**src/rtl/connect_four_move_input.sv**
```systemverilog
// connect_four_move_input
//   Front end for the connect_four game controller. Synchronizes and
//   debounces seven column buttons plus a drop button, keeps the highlighted
//   column as a one-hot code, and hands confirmed moves to the game
//   controller with a start/game_ready handshake while tracking the mover.
//
// Optional build macro: CF_COL_FULL_CHECK_EN
//   defined   : a drop on a column whose top cell is occupied is rejected here
//   undefined : col_full is ignored; the game controller flags it via game_error
//
// Ports
//   clk          in   system clock, rising edge
//   reset        in   asynchronous active-high reset
//   btn_col[6:0] in   raw column buttons, bit 6 = leftmost column
//   btn_drop     in   raw drop/confirm button
//   game_ready   in   game controller waiting for a move
//   game_over    in   game controller in its end state
//   game_error   in   game controller error flag
//   col_full[6:0]in   column top cell occupied, same order as btn_col
//   player_input out  one-hot move column to the game controller
//   player       out  current mover, 0 = player 1, 1 = player 2
//   start        out  move-valid strobe
//   sel_col[6:0] out  highlighted column for display
//   reject       out  one-cycle pulse on an illegal or ignored drop
//
// state   | meaning
// --------+--------------------------------------------------------------
// SELECT  | choosing a column; drop presses are validated here
// ISSUE   | start high with player_input, waiting for game_ready to fall
// WAIT    | move handed over; waiting for the controller's verdict
module connect_four_move_input #(
  parameter int DEBOUNCE_CYCLES = 4,
  parameter int SYNC_STAGES     = 2
) (
  input  logic       clk,
  input  logic       reset,
  input  logic [6:0] btn_col,
  input  logic       btn_drop,
  input  logic       game_ready,
  input  logic       game_over,
  input  logic       game_error,
  input  logic [6:0] col_full,
  output logic [6:0] player_input,
  output logic       player,
  output logic       start,
  output logic [6:0] sel_col,
  output logic       reject
);

  localparam logic [15:0] DB_TC = 16'(DEBOUNCE_CYCLES);

  typedef enum logic [1:0] {
    S_SELECT = 2'd0,
    S_ISSUE  = 2'd1,
    S_WAIT   = 2'd2
  } state_t;

  state_t      state, state_nxt;
  logic [7:0]  sync_q [SYNC_STAGES];
  logic [7:0]  sample;
  logic [15:0] db_cnt [8];
  logic [7:0]  db_level;
  logic [7:0]  press;
  logic [6:0]  col_pick;
  logic        col_blocked;
  logic [6:0]  sel_nxt, pin_nxt;
  logic        player_nxt, reject_nxt;

  // bit 7 carries the drop button, bits 6:0 the column buttons
  always_ff @(posedge clk or posedge reset) begin
    if (reset) begin
      for (int i = 0; i < SYNC_STAGES; i++) sync_q[i] <= '0;
    end else begin
      sync_q[0] <= {btn_drop, btn_col};
      for (int i = 1; i < SYNC_STAGES; i++) sync_q[i] <= sync_q[i-1];
    end
  end

  assign sample = sync_q[SYNC_STAGES-1];

  // The counter sits at the terminal value for one cycle before the level
  // flips; the press pulse is taken from that cycle so the consumer sees the
  // press on the same edge that the debounced level rises.
  always_ff @(posedge clk or posedge reset) begin
    if (reset) begin
      db_level <= '0;
      for (int i = 0; i < 8; i++) db_cnt[i] <= '0;
    end else begin
      for (int i = 0; i < 8; i++) begin
        if (db_cnt[i] == DB_TC) begin
          db_level[i] <= ~db_level[i];
          db_cnt[i]   <= '0;
        end else if (sample[i] != db_level[i]) begin
          db_cnt[i] <= db_cnt[i] + 16'd1;
        end else begin
          db_cnt[i] <= '0;
        end
      end
    end
  end

  always_comb begin
    press = '0;
    for (int i = 0; i < 8; i++) press[i] = (db_cnt[i] == DB_TC) && !db_level[i];
  end

  // ascending scan, so the highest (leftmost) pressed column wins
  always_comb begin
    col_pick = '0;
    for (int i = 0; i < 7; i++) begin
      if (press[i]) begin
        col_pick    = '0;
        col_pick[i] = 1'b1;
      end
    end
  end

`ifdef CF_COL_FULL_CHECK_EN
  assign col_blocked = |(sel_col & col_full);
`else
  logic unused_col_full;
  assign col_blocked     = 1'b0;
  assign unused_col_full = ^col_full;
`endif

  always_comb begin
    state_nxt  = state;
    sel_nxt    = sel_col;
    pin_nxt    = player_input;
    player_nxt = player;
    reject_nxt = 1'b0;
    case (state)
      S_SELECT: begin
        // drop is judged against the selection held before this cycle
        if (press[7]) begin
          if ((sel_col != 7'd0) && game_ready && !game_over && !col_blocked) begin
            state_nxt = S_ISSUE;
            pin_nxt   = sel_col;
          end else begin
            reject_nxt = 1'b1;
          end
        end
        if (|press[6:0]) sel_nxt = col_pick;
      end
      S_ISSUE: begin
        if (!game_ready) state_nxt = S_WAIT;
      end
      S_WAIT: begin
        if (game_error) begin
          reject_nxt = 1'b1;
          sel_nxt    = '0;
          pin_nxt    = '0;
          state_nxt  = S_SELECT;
        end else if (game_ready || game_over) begin
          player_nxt = ~player;
          sel_nxt    = '0;
          pin_nxt    = '0;
          state_nxt  = S_SELECT;
        end
      end
      default: state_nxt = S_SELECT;
    endcase
  end

  always_ff @(posedge clk or posedge reset) begin
    if (reset) begin
      state        <= S_SELECT;
      sel_col      <= '0;
      player_input <= '0;
      player       <= 1'b0;
      reject       <= 1'b0;
    end else begin
      state        <= state_nxt;
      sel_col      <= sel_nxt;
      player_input <= pin_nxt;
      player       <= player_nxt;
      reject       <= reject_nxt;
    end
  end

  assign start = (state == S_ISSUE);

endmodule
```
**config.mk**
```make
export PLATFORM = sky130hd
export DESIGN_NAME = connect_four_move_input
export DESIGN_NICKNAME = d
export VERILOG_FILES = /design/src/rtl/connect_four_move_input.sv
export SDC_FILE = /design/constraint.sdc
export NUM_CORES = 1
export LEC_CHECK = 0
export ABC_AREA = 1
export BUFFER_PORTS_ARGS = -buffer_cell sky130_fd_sc_hd__buf_2
export CAP_MARGIN = 20
export CORE_UTILIZATION = 35
export DETAILED_ROUTE_END_ITERATION = 16
export HOLD_SLACK_MARGIN = 0.03
export PLACE_DENSITY = 0.46
export SLEW_MARGIN = 20
export SYNTH_ARGS = -nofsm -noshare
export SYNTH_HDL_FRONTEND = slang
export SYNTH_SLANG_ARGS = --single-unit
```
**constraint.sdc**
```tcl
create_clock -name clk -period 14.2 [get_ports clk]
set_input_delay 1.42 -clock clk [delete_from_list [all_inputs] [get_ports clk]]
set_output_delay 1.42 -clock clk [all_outputs]
set_load 0.02 [all_outputs]
```
== Yosys cells after proc, flatten, opt, wreduce, memory -nomap -nowiden ==
Index checks and enable logic that the tools add are counted.

* Bits in registers: 170
* Logic and storage cells: 132
* ROM bits: 0
* Latch bits: 0
* Input port bits: 20
* RAM bits: 0
* Memories: 0

* Bitwise logic cells: 10
* Div/mod/pow operators: 0
* Magnitude comparators: 0
* Reductions and logical operators: 28
* Mux-type cells: 40
* Equal/unequal tests: 23
* Shift operators: 0
* Multiply operators: 0
* Add/sub/neg operators: 8

{| class="wikitable"
|+ Operators with widths
! operator !! number
|-
| $mux 16 || 16
|-
| $add 16x1->16 const B || 8
|-
| $eq 16x3->1 const B || 8
|-
| $mux 7 || 9
|-
| $pmux 7 s2 || 2
|-
| $mux 2 || 6
|-
| $logic_and 1x1->1 || 10
|-
| $not 1->1 || 10
|-
| $logic_not 1->1 || 9
|-
| $ne 1x1->1 || 8
|-
| $ne 2x2->1 const B || 4
|-
| $reduce_and 4->1 || 2
|-
| $reduce_bool 7->1 || 1
|-
| $reduce_or 7->1 || 1
|-
| $pmux 2 s3 || 1
|-
| $reduce_and 3->1 || 2
|-
| $mux 1 || 4
|-
| $mux 3 || 1
|-
| $ne 3x3->1 const B || 1
|-
| $eq 2x1->1 const B || 1
|-
| $eq 2x2->1 const B || 1
|-
| $logic_not 2->1 || 1
|-
| $pmux 1 s2 || 1
|-
| $reduce_bool 2->1 || 1
|-
| $logic_or 1x1->1 || 1
|}

== Longest topological paths before layout ==
* Depth in word-level cells: 11
* Mapped depth: 13

== Worst setup path before layout ==
Ideal clock, no wire load.

* Kind: input-to-reg
* Start point: input port game_ready
* End point: register player_input[0]
* Setup time: 0.118 ns
* Stages on the path: 8
* Data required time: 14.082 ns
* Setup slack: 11.875 ns
* Buffers on the path: 1
* Arrival: 2.207 ns
* Cells stage by stage: nor2_1 inv_1 nor3_2 nor2_1 nand3_2 buf_6 nand2_1 o21ai_2

* Word-level cells in the longest chain between the ends: 4
* Elaborated cells between the ends (all ways): 6
* Those cells by class: eq/ne (2); reduce/logical (4)

{| class="wikitable"
|+ RTL lines
! item !! line !! text
|-
| start, declared || 39 || <nowiki>input logic game_ready,</nowiki>
|-
| $logic_and 1x1->1 (2 in series) || 136 || <nowiki>if ((sel_col != 7'd0) && game_ready && !game_over && !col_blocked) begin</nowiki>
|-
| $ne 2x2->1 (no source line) || - ||
|-
| $reduce_and 4->1 (no source line) (*) || - ||
|-
| end signal, assigned || 175 || <nowiki>player_input <= pin_nxt;</nowiki>
|-
| end, declared || 43 || <nowiki>output logic [6:0] player_input,</nowiki>
|}

Every way passes the cells marked *; elsewhere a longest branch is shown, timed or not.
A chain may end at the register's enable or synchronous reset.

== Worst setup path in the final report ==
* Start point: register state[0]
* End point: output port start

* Word-level cells in the longest chain between the ends: 1

{| class="wikitable"
|+ RTL lines
! item !! line !! text
|-
| start, declared || 58 || <nowiki>state_t state, state_nxt;</nowiki>
|-
| start signal, assigned || 173 || <nowiki>state <= state_nxt;</nowiki>
|-
| $eq 2x1->1 || 181 || <nowiki>assign start = (state == S_ISSUE);</nowiki>
|-
| end, declared || 45 || <nowiki>output logic start,</nowiki>
|}

No other way between the ends.

==> results.sh <==
export IMPL_p_per_area_nw_per_um2=138
export IMPL_synthTopCellsByArea="dfrtp_1, nor2_1, nand2_1, inv_1, xor2_1"
export IMPL_cts_hold_buf=0
export IMPL_wire_per_inst_microns=12.3
export IMPL_register_area_sq_um=4250
export IMPL_yosysUniqueCellTypes=41
export IMPL_cts_tree="built"
export IMPL_drc=0
export IMPL_hold_ws_ns=0.347
export IMPL_setup_viol_count_final=0
export IMPL_synthesis_area_sq_um=8850
export IMPL_fin_setup_tns_ns=0
export IMPL_cts_inserted_buffers=17
export IMPL_cp_end_kind="output pin"
export IMPL_utilization_pct=40.6
export IMPL_p_int_mw=0.906
export IMPL_clk_latency_ns=0.43
export IMPL_holdPathEnd="sample[6]"
export IMPL_reg2reg_to="player_input[2]"
export IMPL_area_growth_pct=12.5
export IMPL_multi_input_area_sq_um=4010
export IMPL_slowest_stage="dfrtp_1"
export IMPL_hold_class="reg2reg"
export IMPL_r2r_cells=8
export IMPL_die_y_microns=161
export IMPL_r2r_start="state[1]"
export IMPL_htree_levels=4
export IMPL_viasPerCell=4.54
export IMPL_cts_resized=0
export IMPL_groute_usage_overall_pct=15.0
export IMPL_synth_top_area_share_pct=48.0
export IMPL_n_fill_cell=2528
export IMPL_clockPowerShare_pct=34.2
export IMPL_drtIter0Drc=286
export IMPL_die_area_sq_um=25900
export IMPL_synth_fp_nets=1106
export IMPL_grt_overflow_total=0
export IMPL_final_cells=1449
export IMPL_worstPathRequired_ns=12.78
export IMPL_antenna_found_initial=0
export IMPL_hold_depth=0
export IMPL_fmax_mhz=378
export IMPL_p_seq_share_pct=43.0
export IMPL_crit_arrival_ns=1.23
export IMPL_rsz0062_at_grt="false"
export IMPL_grt_pass1_vias=6585
export IMPL_finClkSkew_ns=0.0146
export IMPL_gp_routability_congestion=0.764
export IMPL_yosysSeqAreaShare_pct=48.0
export IMPL_cts_sinks=170
export IMPL_p_comb_share_pct=22.8
export IMPL_worstHoldStart="sync_q[14]"
export IMPL_final_min_clock_period_ns=2.64
export IMPL_worst_slew_pin_slew_ns=0.684
export IMPL_core_area_sq_um=24500
export IMPL_fin_ws_ns=11.56
export IMPL_fin_crit_sh_pct=18.6
export IMPL_root_buffer="clkbuf_16"
export IMPL_start_kind="flip-flop"
export IMPL_start_util_pct=36.1
export IMPL_yosysWarnings=0
export IMPL_layout_nets=1149
export IMPL_core_rowCount=57
export IMPL_fp_dieW_microns=161
export IMPL_clockBufferDepth=2
export IMPL_synth_top_area_cell="dfrtp_1"
export IMPL_clk_pin_slew_ns=0.07
export IMPL_synth_ff_type="dfrtp_1"
export IMPL_firstDrtPassIters=5
export IMPL_drtAntennaViolNets=0
export IMPL_synthCells=1070
export IMPL_slew_headroom_pct=54.4
export IMPL_dr_total_vias=6577
export IMPL_finalHoldViolations=0
export IMPL_max_stage_delay_ns=0.38
export IMPL_switchingPower_mw=0.468
export IMPL_cp_max_fo=4
export IMPL_path_class="reg2out"
export IMPL_cp_cell_sequence="inv_1 -> nor2_1 -> buf_2"
export IMPL_synth_edff_count=0
export IMPL_cts_setup_buffers=0
export IMPL_final_layout_size_suffix_gt1_share_pct=12.8
export IMPL_io_buffers=29
export IMPL_ys_ff_latch=170
export IMPL_dp_hpwl_microns=12800
export IMPL_num_io_pins=37
export IMPL_preCtsSetupSlack_ns=11.32
export IMPL_r2r_setup_slack_ns=12.07
export IMPL_ir_drop_uv=76.1
export IMPL_grt_pass1_wl_microns=31600
export IMPL_cap_violations=0
export IMPL_p_leak_nw=4.73
export IMPL_finalMaxSlewViolations=0
export IMPL_grt_start_max_net_pins=75
export IMPL_totalWireLength_microns=17800
export IMPL_switching_share_pct=34.1
export IMPL_status="completed"
export IMPL_dp_cells=1418
export IMPL_synth_async_reset_ratio_pct=100
export IMPL_antenna_cells=0
export IMPL_syn_area_per_cell_sq_um=8.28
==> cells in the mapped netlist (5+ instances only) <==
library cell and count:
nand3_2 11, a21oi_1 32, o21ai_0 14, clkinv_1 5, nor2_2 15, nor3_1 27, o21a_1 5, nand3_1 60
nor2_1 224, nand4_1 21, nor3_2 12, inv_1 138, o21ai_2 13, dfrtp_1 170, nand2_1 184, ha_1 16
xnor2_1 17, nand2_2 10, nor2_4 8, nor3b_1 8, a31oi_1 6, xor2_1 38
==> per-stage QoR <==
step | instance area (sq um) | power [mW]
after floorplan | 8850 | 0.827
after global placement | 9370 | 0.919
after detailed placement | 9370 | 0.920
after CTS | 9960 | 1.40
after global routing | 9960 | 1.47
final | 9960 | 1.37
==> cells by family (layout without fill, tap and decap cells) <==
group,after synthesis,after routing,share of synthesized area [%]
buffers and inverters,151,206,6.70
AOI/OAI and AO/OA,84,84,5.93
xor gates and xnor gates,55,55,5.44
adders and majority gates,16,16,2.26
DFF,170,170,48.0
and+or+nand+nor,594,594,31.6
==> layout make-up <==
| class | instances | area share, % |
|---|---|---|
| Sequential cell | 170 | 42.7 |
| Multi-Input combinational cell | 749 | 40.2 |
| Clock inverter | 9 | 1.16 |
| Inverter | 144 | 5.48 |
| Timing Repair Buffer | 31 | 1.61 |
| Clock buffer | 22 | 4.76 |
| Tap cell | 324 | 4.07 |
==> power by group through the flow <==
stage	Combinational [mW]	Clock [mW]	Sequential [mW]
CTS	0.323	0.487	0.591
finish	0.312	0.470	0.591
global route	0.367	0.507	0.599
floorplan	0.227	0	0.600
detailed placement	0.321	0	0.599
global placement	0.320	0	0.599
==> worst max-delay path, delay by kind of cell, from the launching register on <==
family	cells	cell delay, ns
flops	1	0.38
buf+inv	2	0.26
simple gates	1	0.17
==> metal layers <==
metal,GRT usage (%),up-vias,wire [microns]
met5,0,-,0
met3,2.77,14,397
met2,23.9,41,7980
met1,20.7,3046,9210
met4,4.42,0,215
li1,-,3476,-
==> flip-flops by register name, summed over array words and instances (netlist names) <==
| signal | cells |
|---|---|
| reject | 1 |
| player_input | 7 |
| db_level | 8 |
| db_cnt | 128 |
| sel_col | 7 |
| sample | 8 |
| player | 1 |
| state | 2 |
| sync_q | 8 |
==> placed cells by master, fill, tap and decap left out, types with 14 or more instances in the layout <==
cell / synthesis / layout
nor2_2: 15 / 15
nor2_1: 224 / 224
dfrtp_1: 170 / 170
nor3_1: 27 / 27
nand4_1: 21 / 21
xnor2_1: 17 / 17
buf_2: 3 / 29
a21oi_1: 32 / 32
nand2_1: 184 / 184
o21ai_0: 14 / 14
xor2_1: 38 / 38
nand3_1: 60 / 60
ha_1: 16 / 16
inv_1: 138 / 137
clkbuf_16: 0 / 17
==> worst max path at each step <==
stage | from | end | slack (ns) | cells past startpoint
5_1_grt | state[0] | start | 11.42 | 3
4_1_cts | state[0] | start | 11.53 | 3
2_1_floorplan | reset | db_cnt[0] | 8.18 | 1
3_3_place_gp | game_ready | player_input[1] | 11.32 | 8
6_report | state[0] | start | 11.56 | 3
3_5_place_dp | game_ready | player_input[6] | 11.32 | 8
Note: power is estimated with default switching activity, not from simulation.
